<file path="config.mk">
export PLATFORM = sky130hd
export DESIGN_NAME = multicycle_sequencer_flat
export DESIGN_NICKNAME = d
export VERILOG_FILES = /design/src/rtl/sequencer_pkg.sv /design/src/rtl/multicycle_sequencer_if.sv /design/src/rtl/wait_timer.sv /design/src/rtl/multicycle_sequencer.sv /design/src/flat_wrapper.sv
export SDC_FILE = /design/constraint.sdc
export NUM_CORES = 1
export LEC_CHECK = 0
export BUFFER_PORTS_ARGS = -buffer_cell sky130_fd_sc_hd__buf_2
export CAP_MARGIN = 20
export CELL_PAD_IN_SITES_DETAIL_PLACEMENT = 2
export CELL_PAD_IN_SITES_GLOBAL_PLACEMENT = 2
export CORE_MARGIN = 4
export CORE_UTILIZATION = 36
export CTS_CLUSTER_DIAMETER = 80
export CTS_CLUSTER_SIZE = 12
export DETAILED_ROUTE_END_ITERATION = 16
export HOLD_SLACK_MARGIN = 0.05
export PLACE_DENSITY = 0.85
export SLEW_MARGIN = 20
export SYNTH_ARGS = -nofsm -noshare
export SYNTH_HDL_FRONTEND = slang
export SYNTH_SLANG_ARGS = --single-unit
</file>
<file path="constraint.sdc">
create_clock -name clk -period 7 [get_ports clk]
set_clock_uncertainty 0.05 [all_clocks]
set_input_delay 0.7 -clock clk [delete_from_list [all_inputs] [get_ports clk]]
set_output_delay 0.7 -clock clk [all_outputs]
set_load 0.02 [all_outputs]
</file>
<file path="src/rtl/sequencer_pkg.sv">
// Shared types for the multicycle processor control path.
// Latency: n/a (types and pure functions only).
// Backpressure: n/a.
// Contents:
//   state_t        - 4-bit sequencer state encoding, IDLE = 0
//   TIMER_W        - width of the memory wait timer (covers TIMEOUT up to 255)
//   retire_target  - state to enter after an instruction retires
package sequencer_pkg;

  typedef enum logic [3:0] {
    IDLE      = 4'd0,
    GET_PC    = 4'd1,
    ROM_READ  = 4'd2,
    DECODE    = 4'd3,
    COND_EVAL = 4'd4,
    REG_READ  = 4'd5,
    ALU       = 4'd6,
    RAM       = 4'd7,
    BRANCH    = 4'd8,
    WRITE_REG = 4'd9,
    INC_PC    = 4'd10,
    PAUSE     = 4'd11,
    DONE      = 4'd12,
    ERROR     = 4'd13
  } state_t;

  localparam int TIMER_W = 8;

  // Halt has priority over single-step; otherwise fetch the next instruction.
  function automatic state_t retire_target(input logic haltReq, input logic stepMode);
    if (haltReq)       return DONE;
    else if (stepMode) return PAUSE;
    else               return GET_PC;
  endfunction

endpackage

</file>
<file path="src/rtl/multicycle_sequencer_if.sv">
// Sequencer <-> datapath bundle: stage enables out, decode info and memory acks in.
// Latency: n/a (wires only).
// Backpressure: rom_ack/ram_ack hold the sequencer in its memory-wait state.
// Modports:
//   master - sequencer side (drives en_*, samples acks and decode fields)
//   slave  - datapath side (samples en_*, drives acks and decode fields)
interface multicycle_sequencer_if;
  logic rom_ack;
  logic ram_ack;
  logic is_cond;
  logic cond_pass;
  logic op_alu;
  logic op_mem;
  logic op_branch;
  logic set_flags_only;
  logic mem_load;

  logic en_get_pc;
  logic en_rom;
  logic en_decode;
  logic en_eval;
  logic en_reg_read;
  logic en_alu;
  logic en_ram;
  logic en_bx;
  logic en_reg_write;
  logic en_inc_pc;

  modport master (
    input  rom_ack, ram_ack, is_cond, cond_pass, op_alu, op_mem, op_branch,
           set_flags_only, mem_load,
    output en_get_pc, en_rom, en_decode, en_eval, en_reg_read, en_alu, en_ram,
           en_bx, en_reg_write, en_inc_pc
  );

  modport slave (
    output rom_ack, ram_ack, is_cond, cond_pass, op_alu, op_mem, op_branch,
           set_flags_only, mem_load,
    input  en_get_pc, en_rom, en_decode, en_eval, en_reg_read, en_alu, en_ram,
           en_bx, en_reg_write, en_inc_pc
  );
endinterface

</file>
<file path="src/rtl/wait_timer.sv">
// Counts cycles spent waiting for a memory ack; flags when the limit is reached.
// Latency: expired is a combinational compare of the registered count.
// Backpressure: none; the count saturates at TIMEOUT.
// Ports: clk, rst (async high), load (clear to 0), count (advance), expired (timer == TIMEOUT).
module wait_timer
  import sequencer_pkg::*;
#(
  parameter int TIMEOUT = 15
) (
  input  logic clk,
  input  logic rst,
  input  logic load,
  input  logic count,
  output logic expired
);

  logic [TIMER_W-1:0] timer;

  assign expired = (timer == TIMER_W'(TIMEOUT));

  always_ff @(posedge clk or posedge rst) begin
    if (rst)                     timer <= '0;
    else if (load)               timer <= '0;
    else if (count && !expired)  timer <= timer + 1'b1;
  end

endmodule

</file>
<file path="src/rtl/multicycle_sequencer.sv">
// Control FSM stepping one instruction through fetch/decode/execute/write-back/PC increment.
// Latency: 7 cycles for a zero-wait ALU op, +1 per conditional, +1 per ROM/RAM wait cycle.
// Backpressure: waits in ROM_READ/RAM for ack; goes to ERROR after TIMEOUT unacked cycles.
// Ports: clk, rst (async high); start, halt_req, step_mode, step control; bus (datapath
//   enables, decode fields, memory acks); busy/done/error status; state_o debug;
//   cycle_count, retired_count performance counters.
module multicycle_sequencer
  import sequencer_pkg::*;
#(
  parameter int CNT_W   = 32,
  parameter int TIMEOUT = 15
) (
  input  logic                   clk,
  input  logic                   rst,
  input  logic                   start,
  input  logic                   halt_req,
  input  logic                   step_mode,
  input  logic                   step,
  multicycle_sequencer_if.master bus,
  output logic                   busy,
  output logic                   done,
  output logic                   error,
  output logic [3:0]             state_o,
  output logic [CNT_W-1:0]       cycle_count,
  output logic [CNT_W-1:0]       retired_count
);

  state_t state, nextState;
  logic   prevBranch;   // previous cycle was BRANCH: this WRITE_REG is the link write
  logic   inWait;
  logic   expired;
  logic   classOneHot;
  logic   isRetire;

  assign classOneHot = (bus.op_alu ^ bus.op_mem ^ bus.op_branch) &
                       ~(bus.op_alu & bus.op_mem & bus.op_branch);
  assign isRetire    = (state == INC_PC) || (state == WRITE_REG && prevBranch);
  assign inWait      = (state == ROM_READ) || (state == RAM);

  // Timer is held at zero outside the wait states, so it starts from 0 on every entry.
  wait_timer #(.TIMEOUT(TIMEOUT)) uTimer (
    .clk     (clk),
    .rst     (rst),
    .load    (!inWait),
    .count   ((state == ROM_READ && !bus.rom_ack) || (state == RAM && !bus.ram_ack)),
    .expired (expired)
  );

  always_ff @(posedge clk or posedge rst) begin
    if (rst) begin
      state      <= IDLE;
      prevBranch <= 1'b0;
    end else begin
      state      <= nextState;
      prevBranch <= (state == BRANCH);
    end
  end

  always_comb begin
    nextState = state;
    case (state)
      IDLE:      if (start) nextState = GET_PC;
      GET_PC:    nextState = halt_req ? DONE : ROM_READ;
      // An ack arriving in the same cycle the limit is reached still wins.
      ROM_READ:  if (bus.rom_ack)  nextState = DECODE;
                 else if (expired) nextState = ERROR;
      DECODE:    if (!classOneHot)     nextState = ERROR;
                 else if (bus.is_cond) nextState = COND_EVAL;
                 else                  nextState = REG_READ;
      COND_EVAL: nextState = bus.cond_pass ? REG_READ : INC_PC;
      REG_READ:  if (bus.op_alu)      nextState = ALU;
                 else if (bus.op_mem) nextState = RAM;
                 else                 nextState = BRANCH;
      ALU:       nextState = bus.set_flags_only ? INC_PC : WRITE_REG;
      RAM:       if (bus.ram_ack)  nextState = bus.mem_load ? WRITE_REG : INC_PC;
                 else if (expired) nextState = ERROR;
      BRANCH:    nextState = WRITE_REG;
      // Branch link write already set the PC: retire without incrementing.
      WRITE_REG: nextState = prevBranch ? retire_target(halt_req, step_mode) : INC_PC;
      INC_PC:    nextState = retire_target(halt_req, step_mode);
      PAUSE:     if (halt_req)  nextState = DONE;
                 else if (step) nextState = GET_PC;
      DONE:      nextState = DONE;
      ERROR:     nextState = ERROR;
      default:   nextState = ERROR;
    endcase
  end

  always_ff @(posedge clk or posedge rst) begin
    if (rst) begin
      cycle_count   <= '0;
      retired_count <= '0;
    end else begin
      if (busy)     cycle_count   <= cycle_count + CNT_W'(1);
      if (isRetire) retired_count <= retired_count + CNT_W'(1);
    end
  end

  assign bus.en_get_pc    = (state == GET_PC);
  assign bus.en_rom       = (state == ROM_READ);
  assign bus.en_decode    = (state == DECODE);
  assign bus.en_eval      = (state == COND_EVAL);
  assign bus.en_reg_read  = (state == REG_READ);
  assign bus.en_alu       = (state == ALU);
  assign bus.en_ram       = (state == RAM);
  assign bus.en_bx        = (state == BRANCH);
  assign bus.en_reg_write = (state == WRITE_REG);
  assign bus.en_inc_pc    = (state == INC_PC);

  assign busy    = !(state == IDLE || state == PAUSE || state == DONE || state == ERROR);
  assign done    = (state == DONE);
  assign error   = (state == ERROR);
  assign state_o = state;

endmodule

</file>
<file path="src/flat_wrapper.sv">
// flat-port wrapper written by rule: the top's interface ports become plain ports
module multicycle_sequencer_flat import sequencer_pkg::*;
#(
  parameter int CNT_W   = 32,
  parameter int TIMEOUT = 15
)
  (clk, rst, start, halt_req, step_mode, step, busy, done, error, state_o, cycle_count, retired_count, bus_rom_ack, bus_ram_ack, bus_is_cond, bus_cond_pass, bus_op_alu, bus_op_mem, bus_op_branch, bus_set_flags_only, bus_mem_load, bus_en_get_pc, bus_en_rom, bus_en_decode, bus_en_eval, bus_en_reg_read, bus_en_alu, bus_en_ram, bus_en_bx, bus_en_reg_write, bus_en_inc_pc);
  multicycle_sequencer_if bus_i ();
  input  logic clk;
  input  logic rst;
  input  logic start;
  input  logic halt_req;
  input  logic step_mode;
  input  logic step;
  output logic busy;
  output logic done;
  output logic error;
  output logic [3:0] state_o;
  output logic [CNT_W-1:0] cycle_count;
  output logic [CNT_W-1:0] retired_count;
  input wire logic [$bits(bus_i.rom_ack)-1:0] bus_rom_ack;
  input wire logic [$bits(bus_i.ram_ack)-1:0] bus_ram_ack;
  input wire logic [$bits(bus_i.is_cond)-1:0] bus_is_cond;
  input wire logic [$bits(bus_i.cond_pass)-1:0] bus_cond_pass;
  input wire logic [$bits(bus_i.op_alu)-1:0] bus_op_alu;
  input wire logic [$bits(bus_i.op_mem)-1:0] bus_op_mem;
  input wire logic [$bits(bus_i.op_branch)-1:0] bus_op_branch;
  input wire logic [$bits(bus_i.set_flags_only)-1:0] bus_set_flags_only;
  input wire logic [$bits(bus_i.mem_load)-1:0] bus_mem_load;
  output wire logic [$bits(bus_i.en_get_pc)-1:0] bus_en_get_pc;
  output wire logic [$bits(bus_i.en_rom)-1:0] bus_en_rom;
  output wire logic [$bits(bus_i.en_decode)-1:0] bus_en_decode;
  output wire logic [$bits(bus_i.en_eval)-1:0] bus_en_eval;
  output wire logic [$bits(bus_i.en_reg_read)-1:0] bus_en_reg_read;
  output wire logic [$bits(bus_i.en_alu)-1:0] bus_en_alu;
  output wire logic [$bits(bus_i.en_ram)-1:0] bus_en_ram;
  output wire logic [$bits(bus_i.en_bx)-1:0] bus_en_bx;
  output wire logic [$bits(bus_i.en_reg_write)-1:0] bus_en_reg_write;
  output wire logic [$bits(bus_i.en_inc_pc)-1:0] bus_en_inc_pc;
  assign bus_i.rom_ack = bus_rom_ack;
  assign bus_i.ram_ack = bus_ram_ack;
  assign bus_i.is_cond = bus_is_cond;
  assign bus_i.cond_pass = bus_cond_pass;
  assign bus_i.op_alu = bus_op_alu;
  assign bus_i.op_mem = bus_op_mem;
  assign bus_i.op_branch = bus_op_branch;
  assign bus_i.set_flags_only = bus_set_flags_only;
  assign bus_i.mem_load = bus_mem_load;
  assign bus_en_get_pc = bus_i.en_get_pc;
  assign bus_en_rom = bus_i.en_rom;
  assign bus_en_decode = bus_i.en_decode;
  assign bus_en_eval = bus_i.en_eval;
  assign bus_en_reg_read = bus_i.en_reg_read;
  assign bus_en_alu = bus_i.en_alu;
  assign bus_en_ram = bus_i.en_ram;
  assign bus_en_bx = bus_i.en_bx;
  assign bus_en_reg_write = bus_i.en_reg_write;
  assign bus_en_inc_pc = bus_i.en_inc_pc;
  multicycle_sequencer #(.CNT_W(CNT_W), .TIMEOUT(TIMEOUT)) u_core (.clk(clk), .rst(rst), .start(start), .halt_req(halt_req), .step_mode(step_mode), .step(step), .bus(bus_i), .busy(busy), .done(done), .error(error), .state_o(state_o), .cycle_count(cycle_count), .retired_count(retired_count));
endmodule
</file>
* Yosys cells after proc, flatten, opt, wreduce, memory -nomap -nowiden
Index checks and enable logic that the tools add are counted.
Storage, ports and cells: register bits 77, input port bits 15, output and inout port bits 81, logic and storage cells 67
Cells by class: $add $sub $neg 3, equal/unequal tests 17, muxes and demuxes 20, bitwise operators 6, reductions and logical operators 16
Operators by type and width (count):
- $add 32x1->32 const B | 2
- $mux 4 | 14
- $pmux 4 s13 | 1
- $eq 4x4->1 const B | 6
- $eq 4x3->1 const B | 4
- $mux 8 | 2
- $add 8x1->8 const B | 1
- $eq 4x2->1 const B | 2
- $eq 8x4->1 const B | 1
- $logic_or 1x1->1 | 6
- $eq 4x1->1 const B | 1
- $logic_and 1x1->1 | 4
- $logic_not 1->1 | 4
- $logic_not 4->1 | 1
- $mux 2 | 2
- $ne 2x2->1 const B | 2
- $and 1x1->1 | 3
- $ne 3x3->1 const B | 1
- $reduce_and 2->1 | 1
- $xor 1x1->1 | 2
- $mux 1 | 1
- $not 1->1 | 1

* Depth between registers and ports, before layout
Gate-level depths: netlist of the first run.
depth after elaboration 6, depth in mapped cells 7, mapped depth without buffers 7

* By module
A second synthesis of the first run with hierarchy kept.
Unflattened totals: cell total of the unflattened synthesis 409, area, all modules 4077.7 um2
Modules (own cells, without submodules):
- multicycle_sequencer | times used 1, cells an instance 360, area an instance 3613.5 um2, sequential area each 1726.7 um2
- wait_timer | times used 1, cells an instance 49, area an instance 464.2 um2, sequential area each 200.2 um2

* Worst setup path before layout of the first run
Ideal clock, no wire load.
kind flip-flop to output port, from reg u_core.state[1], in the netlist u_core.state_o[1], to out bus_en_inc_pc, arrival time 1817 ps, required time 6250 ps, path slack 4433 ps, cell stages (with the launch flop) 5, path through dfrtp_1 -> buf_2 -> buf_1 -> inv_1 -> nor4_1
Between the ends: longest elaborated chain between the ends 1
RTL lines:
- from (decl) | line multicycle_sequencer.sv:28 | state_t state, nextState;
- from (signal assigned) | line multicycle_sequencer.sv:54 | state <= nextState;
- $eq 4x4->1 | line multicycle_sequencer.sv:108 | assign bus.en_inc_pc = (state == INC_PC);
- to (decl) | line flat_wrapper.sv:39 | output wire logic [$bits(bus_i.en_inc_pc)-1:0] bus_en_inc_pc;
Every way passes these cells.

* Worst setup path in the final report of the first run
from reg u_core.state[0], in the netlist u_core.state_o[0], to out busy
Between the ends: longest elaborated chain between the ends 5, elaborated cells on any way between the ends 8
RTL lines:
- $eq 4x4->1 or $logic_not 4->1 (tied branches) | line multicycle_sequencer.sv:110 | assign busy = !(state == IDLE || state == PAUSE || state == DONE || state == ERROR);
- $logic_or 1x1->1 (2 in a row) | line multicycle_sequencer.sv:110
- $logic_or 1x1->1 * | line multicycle_sequencer.sv:110
- $logic_not 1->1 * | line multicycle_sequencer.sv:110
- to (decl) | line flat_wrapper.sv:15 | output logic busy;
Every way passes the cells marked *; elsewhere a longest branch is shown, timed or not.

==> impl_metrics.env, run 1 <==
export IMPL_die_y_um=114.2
export IMPL_die_w_um=114.2
export IMPL_whs_path_depth=1
export IMPL_area_delta_synth_final_pct=23.26
export IMPL_synth_warnings=0
export IMPL_grt_max_degree=78
export IMPL_start_kind="register"
export IMPL_outcome="completed"
export IMPL_setup_worst_path_start="u_core.state_o[0]"
export IMPL_gr_usage_all_layers_pct=19.67
export IMPL_synth_nets=417
export IMPL_cts_sinks=77
export IMPL_syn_inst=395
export IMPL_cts_hold_buffers=0
export IMPL_peakVddDrop_v=0.0001729
export IMPL_viasPerCell=5.465
export IMPL_worstMarginPinSlew_ps=865.8
export IMPL_final_cells=636
export IMPL_crit_type="register to output pin"
export IMPL_setup_tns_ps=0
export IMPL_core_area_sq_um=10940
export IMPL_ant_nets=0
export IMPL_cts_tree="built"
export IMPL_synth_seq_cells=77
export IMPL_min_from="u_core.retired_count[31]"
export IMPL_cts_resized=0
export IMPL_power_mw=1.624
export IMPL_ys_flop_type="dfrtp_1"
export IMPL_r2r_start="u_core.state_o[1]"
export IMPL_path_max_fanout=29
export IMPL_synth_distinct_cells=61
export IMPL_insertion_delay_ps=340
export IMPL_hold_path_class="register to register"
export IMPL_worst_slack_ps=3932
export IMPL_holdPathEnd="u_core.retired_count[31]"
export IMPL_timing_final_crit_share_pct=43.83
export IMPL_grt_pass1_wl_um=20470
export IMPL_fin_area_sq_um=5000
export IMPL_cap_viol_max_count=0
export IMPL_hold_viol=0
export IMPL_grt_pass1_vias=3917
export IMPL_drive_above_1_share_pct=26.41
export IMPL_ios=96
export IMPL_r2r_end="u_core.retired_count[27]"
export IMPL_max_freq_ghz=0.3259
export IMPL_vias=3476
export IMPL_dp_slack_ps=4313
export IMPL_leakagePower_nw=2.441
export IMPL_ys_async_sr_fraction_pct=100.0
export IMPL_portBuffers=95
export IMPL_yosys_area_top_type="dfrtp_1"
export IMPL_crit_required_ps=6250
export IMPL_fin_util_pct=45.72
export IMPL_place_inst=620
export IMPL_synth_area_per_cell_sq_um=10.27
export IMPL_antenna_cells=0
export IMPL_dp_hpwl_um=8809
export IMPL_initial_core_util_pct=37.09
export IMPL_synthTopCellsByCount="dfrtp_1 (77), xnor2_1 (39), nor2_1 (32), xor2_1 (29), nand2_1 (28)"
export IMPL_ctsRootBufferMaster="clkbuf_16"
export IMPL_drt_wl_total_um=12400
export IMPL_slew_violations=0
export IMPL_slew_headroom_pct=42.28
export IMPL_arrival_ps=2320
export IMPL_hold_ws_ps=431.3
export IMPL_powerDensity_nw_per_um2=324.9
export IMPL_numCtsBuffers=9
export IMPL_place_area_sq_um=4663
export IMPL_postCtsSetupBuffers=0
export IMPL_place_congestion=0.8465
export IMPL_dieArea_sq_um=13030
export IMPL_netlist_area_sq_um=4056
export IMPL_cts_max_level=3
export IMPL_nNetsFinal=513
export IMPL_reg2reg_depth=5
export IMPL_antenna_found_initial=0
export IMPL_clock_path_buffers=2
export IMPL_route_detailed_drc=0
export IMPL_period_minus_slack_ps=3068
export IMPL_rsz0062_at_grt="no"
export IMPL_ff2ff_setup_slack_ps=4340
export IMPL_synth_area_leaders="dfrtp_1 (48%), xnor2_1 (8.4%), xor2_1 (6.3%), nand4_1 (3.5%), nand3_1 (3.0%)"
export IMPL_drt_iter0_drc=189
export IMPL_seq_area_frac_synth_pct=47.50
export IMPL_setup_viol=0
export IMPL_wl_per_cell_um=19.50
export IMPL_grt_ovfl_total=0
export IMPL_first_pass_iters=4
export IMPL_rows=38
export IMPL_yosysMostFrequentCell="dfrtp_1"
export IMPL_synth_edf_count=0
export IMPL_synth_top_area_share_pct=47.50
export IMPL_cp_end_kind="output pin"
export IMPL_clk_pin_slew_ps=60
sequential cells by signal (all words and copies together) (netlist names):
signal                count
u_core.uTimer.timer       8
u_core.cycle_count       32
u_core.prevBranch         1
u_core.state_o            4
u_core.retired_count     32
power by group:
part | internal, mW | total, mW | switching [mW]
clock network | 0.325 | 0.524 | 0.199
logic | 0.182 | 0.489 | 0.306
registers | 0.490 | 0.612 | 0.121
kinds of logic after synthesis:
| logic type | Yosys count | share of synthesized area, % |
|---|---|---|
| AND/OR/NAND/NOR | 180 | 25.79 |
| buffers and inverters | 19 | 2.036 |
| multiplexers | 4 | 1.049 |
| XOR/XNOR | 68 | 14.68 |
| adder cells (fa/ha/maj) | 7 | 2.159 |
| flip-flops | 77 | 47.50 |
| AO/OA/AOI/OAI | 40 | 6.787 |
layer usage:
| metal | wire [um] | share of wire [%] | global-route usage [%] | vias up |
|---|---|---|---|---|
| li1 | - | - | - | 1606 |
| met1 | 5382 | 43 | 24.81 | 1763 |
| met2 | 6284 | 51 | 34.07 | 91 |
| met3 | 526 | 4.2 | 2.960 | 16 |
| met4 | 206 | 1.7 | 7.284 | 0 |
| met5 | 0 | 0 | 0 | - |
critical path: stages (launching register included):
cell	delay [ps]
dfrtp_1	910
nand3b_1	280
a21oi_2	410
nor2b_1	190
buf_2	200
final cells by class:
| cell class | instances | area, sq um |
|---|---|---|
| Clock inverter | 6 | 93.84 |
| Fill cell | 1182 | 5936 |
| Tap cell | 140 | 175.2 |
| Clock buffer | 10 | 239.0 |
| Timing Repair Buffer | 96 | 486.7 |
| Inverter | 8 | 31.28 |
| Sequential cell | 77 | 1927 |
| Multi-Input combinational cell | 299 | 2047 |
cells in the final DEF, fill, tap and decap left out, types with 3 or more instances in the layout:
| master | n |
|---|---|
| a21oi_1 | 10 |
| a31oi_1 | 3 |
| and2_1 | 3 |
| and3_1 | 9 |
| and4_1 | 6 |
| buf_2 | 95 |
| clkbuf_16 | 9 |
| dfrtp_1 | 77 |
| ha_1 | 7 |
| inv_1 | 7 |
| nand2_1 | 28 |
| nand2b_1 | 4 |
| nand3_1 | 24 |
| nand4_1 | 23 |
| nor2_1 | 32 |
| nor2b_1 | 8 |
| nor3_1 | 12 |
| nor4_1 | 8 |
| o21a_1 | 3 |
| o21ai_0 | 4 |
| or3_1 | 3 |
| xnor2_1 | 39 |
| xor2_1 | 29 |
worst max path at each step:
stage,cells after the start,end
after floorplan,1,u_core.cycle_count[0]
after global placement,4,busy
after detailed placement,4,busy
after CTS,4,busy
after global routing,4,busy
final,4,busy
(Power assumes the default switching activity.)
==> run 2: changes to the inputs <==
- ABC_AREA: default -> 1
- CORE_UTILIZATION: 36 -> 27
- PLACE_DENSITY: 0.85 -> 0.76
- clock period: 7 -> 2.49 ns (I/O delays scaled with it)
==> run 2 against run 1 <==
Compared with the run above: area after synthesis grew 22%; synthesized cell count grew 87%; combinational power shrank 88%; final cell count grew 70%; largest cell class unchanged; largest power group is now clock.
==> impl_metrics.env, run 2 <==
export IMPL_slew_headroom_pct=55.65
export IMPL_comb_power_share_pct=2.3
export IMPL_vias=5047
export IMPL_gr_usage_all_layers_pct=17.35
export IMPL_powerDensity_nw_per_um2=439.6
export IMPL_cts_tree="built"
export IMPL_whs_path_depth=4
export IMPL_viasPerCell=4.660
export IMPL_synth_warnings=0
export IMPL_nNetsFinal=871
export IMPL_reg_top3="u_core.cycle_count (32), u_core.retired_count (32), u_core.uTimer.timer (8)"
export IMPL_power_internal_mw=2.069
export IMPL_clock_path_buffers=2
export IMPL_wl_per_cell_um=15.87
export IMPL_grt_max_degree=34
export IMPL_route_detailed_drc=0
export IMPL_ant_nets=0
export IMPL_synth_distinct_cells=25
export IMPL_setup_tns_ps=0
export IMPL_synth_nets=762
export IMPL_area_delta_synth_final_pct=22.50
export IMPL_holdPathEnd="u_core.state_o[1]"
export IMPL_seqCellArea_sq_um=1927
export IMPL_outcome="completed"
export IMPL_ys_flop_type="dfrtp_1"
export IMPL_clk_pin_slew_ps=50
export IMPL_slew_violations=0
export IMPL_dieArea_sq_um=20600
export IMPL_dp_hpwl_um=13910
export IMPL_drt_wl_total_um=17190
export IMPL_grt_ovfl_total=0
export IMPL_core_area_sq_um=18020
export IMPL_synth_area_per_cell_sq_um=6.702
export IMPL_setup_viol=0
export IMPL_power_frac_seq_pct=46.8
export IMPL_initial_core_util_pct=27.52
export IMPL_antenna_cells=0
export IMPL_place_congestion=0.7866
export IMPL_grt_pass1_vias=5436
export IMPL_leakagePower_nw=3.062
export IMPL_fillerInstances=2240
export IMPL_cap_viol_max_count=0
export IMPL_fin_util_pct=33.71
export IMPL_sw_frac_of_total_pct=22.52
export IMPL_synth_area_leaders="dfrtp_1 (39%), nand2_1 (22%), nor2_1 (9.9%), xor2_1 (6.2%), inv_1 (5.8%)"
export IMPL_rsz0062_at_grt="no"
export IMPL_period_minus_slack_ps=2291
export IMPL_synth_edf_count=0
export IMPL_multiInputGateArea_sq_um=2705
export IMPL_worstMarginPinSlew_ps=664.5
export IMPL_max_freq_ghz=0.4364
export IMPL_netlist_area_sq_um=4960
export IMPL_hold_viol=0
export IMPL_first_pass_iters=4
export IMPL_antenna_found_initial=0
export IMPL_r2r_end="u_core.uTimer.timer[5]"
export IMPL_syn_inst=740
export IMPL_postCtsSetupBuffers=0
export IMPL_r2r_start="u_core.uTimer.timer[0]"
export IMPL_seq_area_frac_synth_pct=38.85
export IMPL_ios=96
export IMPL_start_kind="register"
export IMPL_yosysMostFrequentCell="nand2_1"
export IMPL_ff2ff_setup_slack_ps=530
export IMPL_drive_above_1_share_pct=15.93
export IMPL_crit_type="register to output pin"
export IMPL_reg2reg_depth=8
export IMPL_power_switching_uw=601.4
export IMPL_peakVddDrop_v=0.0003123
export IMPL_ys_async_sr_fraction_pct=100.0
export IMPL_die_w_um=143.5
export IMPL_ctsRootBufferMaster="clkbuf_16"
export IMPL_insertion_delay_ps=350
export IMPL_hold_path_class="input port to register"
export IMPL_synth_top_area_share_pct=38.85
export IMPL_crit_required_ps=2190
export IMPL_die_y_um=143.5
export IMPL_grt_pass1_wl_um=28390
export IMPL_yosys_area_top_type="dfrtp_1"
export IMPL_arrival_ps=1990
export IMPL_cts_max_level=3
export IMPL_timing_final_crit_share_pct=92.03
export IMPL_cts_sinks=77
export IMPL_synth_seq_cells=77
export IMPL_min_from="step"
export IMPL_cp_end_kind="output pin"
export IMPL_numCtsBuffers=9
export IMPL_path_max_fanout=13
export IMPL_portBuffers=95
export IMPL_synthTopCellsByCount="nand2_1 (289), nor2_1 (131), dfrtp_1 (77), inv_1 (76), nand3_1 (37)"
export IMPL_drt_iter0_drc=129
export IMPL_pwr_share_clk_pct=50.9
export IMPL_final_common_cell="nand2_1"
export IMPL_final_cell_mix="nand2_1 (289), nor2_1 (130), buf_2 (95), dfrtp_1 (77), inv_1 (75)"
export IMPL_rows=49
run 2: changes by cell type after synthesis, moves of 9 or more:
cell and change:
nand2_1 +261, nand3_1 +13, o21ai_0 +11, nor2_1 +99
inv_1 +68, xnor2_1 -24, nand3b_1 +9, nand4_1 -12
run 2: layout make-up:
class	instances	area share (%)
clock inverters	6	1.030
flip-flops and latches	77	31.71
repair buffers	105	9.308
well taps	229	4.716
multi-input cells	579	44.52
inverters	77	4.778
clock buffers	10	3.933
run 2: cells by family (layout without fill, tap and decap cells):
logic type                 after synthesis  count (layout)  synth area share [%]
and+or+nand+nor                        502             502                 41.50
buffers and inverters                   84             198                 6.761
DFF                                     77              77                 38.85
xor gates and xnor gates                50              50                 8.829
AOI/OAI and AO/OA                       20              20                 2.296
adders and majority gates                7               7                 1.766
run 2: power groups by stage:
stage	combinational [mW]	sequential [mW]	clock, mW
6_report	0.0606	1.25	1.36
5_1_grt	0.0719	1.25	1.46
4_1_cts	0.0649	1.25	1.41
3_5_place_dp	0.0634	1.27	0
3_3_place_gp	0.0619	1.27	0
2_1_floorplan	0.0291	1.27	0
run 2: worst max-delay path by stage:
| stage | from | to | slack (ps) | depth (start not counted) |
|---|---|---|---|---|
| 3_5_place_dp | u_core.state_o[1] | busy | 360 | 7 |
| 3_3_place_gp | u_core.state_o[1] | busy | 440 | 7 |
| 2_1_floorplan | rst | u_core.cycle_count[0] | 220 | 1 |
| 5_1_grt | u_core.state_o[1] | busy | 10 | 7 |
| 4_1_cts | u_core.state_o[1] | busy | 70 | 7 |
| 6_report | u_core.state_o[1] | busy | 200 | 7 |
run 2: metal layers:
layer | GRT usage, % | wire [um] | vias up
met5 | 0 | 0 | -
li1 | - | - | 2483
met4 | 4.262 | 212 | 0
met3 | 3.095 | 534 | 15
met2 | 30.74 | 8760 | 64
met1 | 21.90 | 7680 | 2485
run 2: critical path: stages (launching register included):
cell,delay [ps]
dfrtp_1,510
nand2_1,200
nor2_2,220
nor2_1,100
nand2_4,180
inv_1,80
buf_4,190
buf_2,170
run 2: what timing repair did:
| action | CTS | global route |
|---|---|---|
| pin swaps | 0 | 0 |
| gates resized for setup | 1 | 1 |
| endpoints found under the hold margin | 31 | 0 |
| setup endpoints to repair | 1 | 1 |
| hold buffers | 1 | 0 |
| cloned | 0 | 0 |
run 2: stage by stage:
stage	cells	hold slack (ps)	total power [mW]	cell area, sq um	worst slack, ps
after floorplan	740	372.6	1.303	4960	224.3
after global placement	1066	306.8	1.336	5757	440.4
after detailed placement	1066	327.9	1.338	5757	361.4
after CTS	1083	187.2	2.724	6073	73.98
after global routing	1083	206.0	2.777	6076	12.52
final	1083	180.3	2.671	6076	198.5
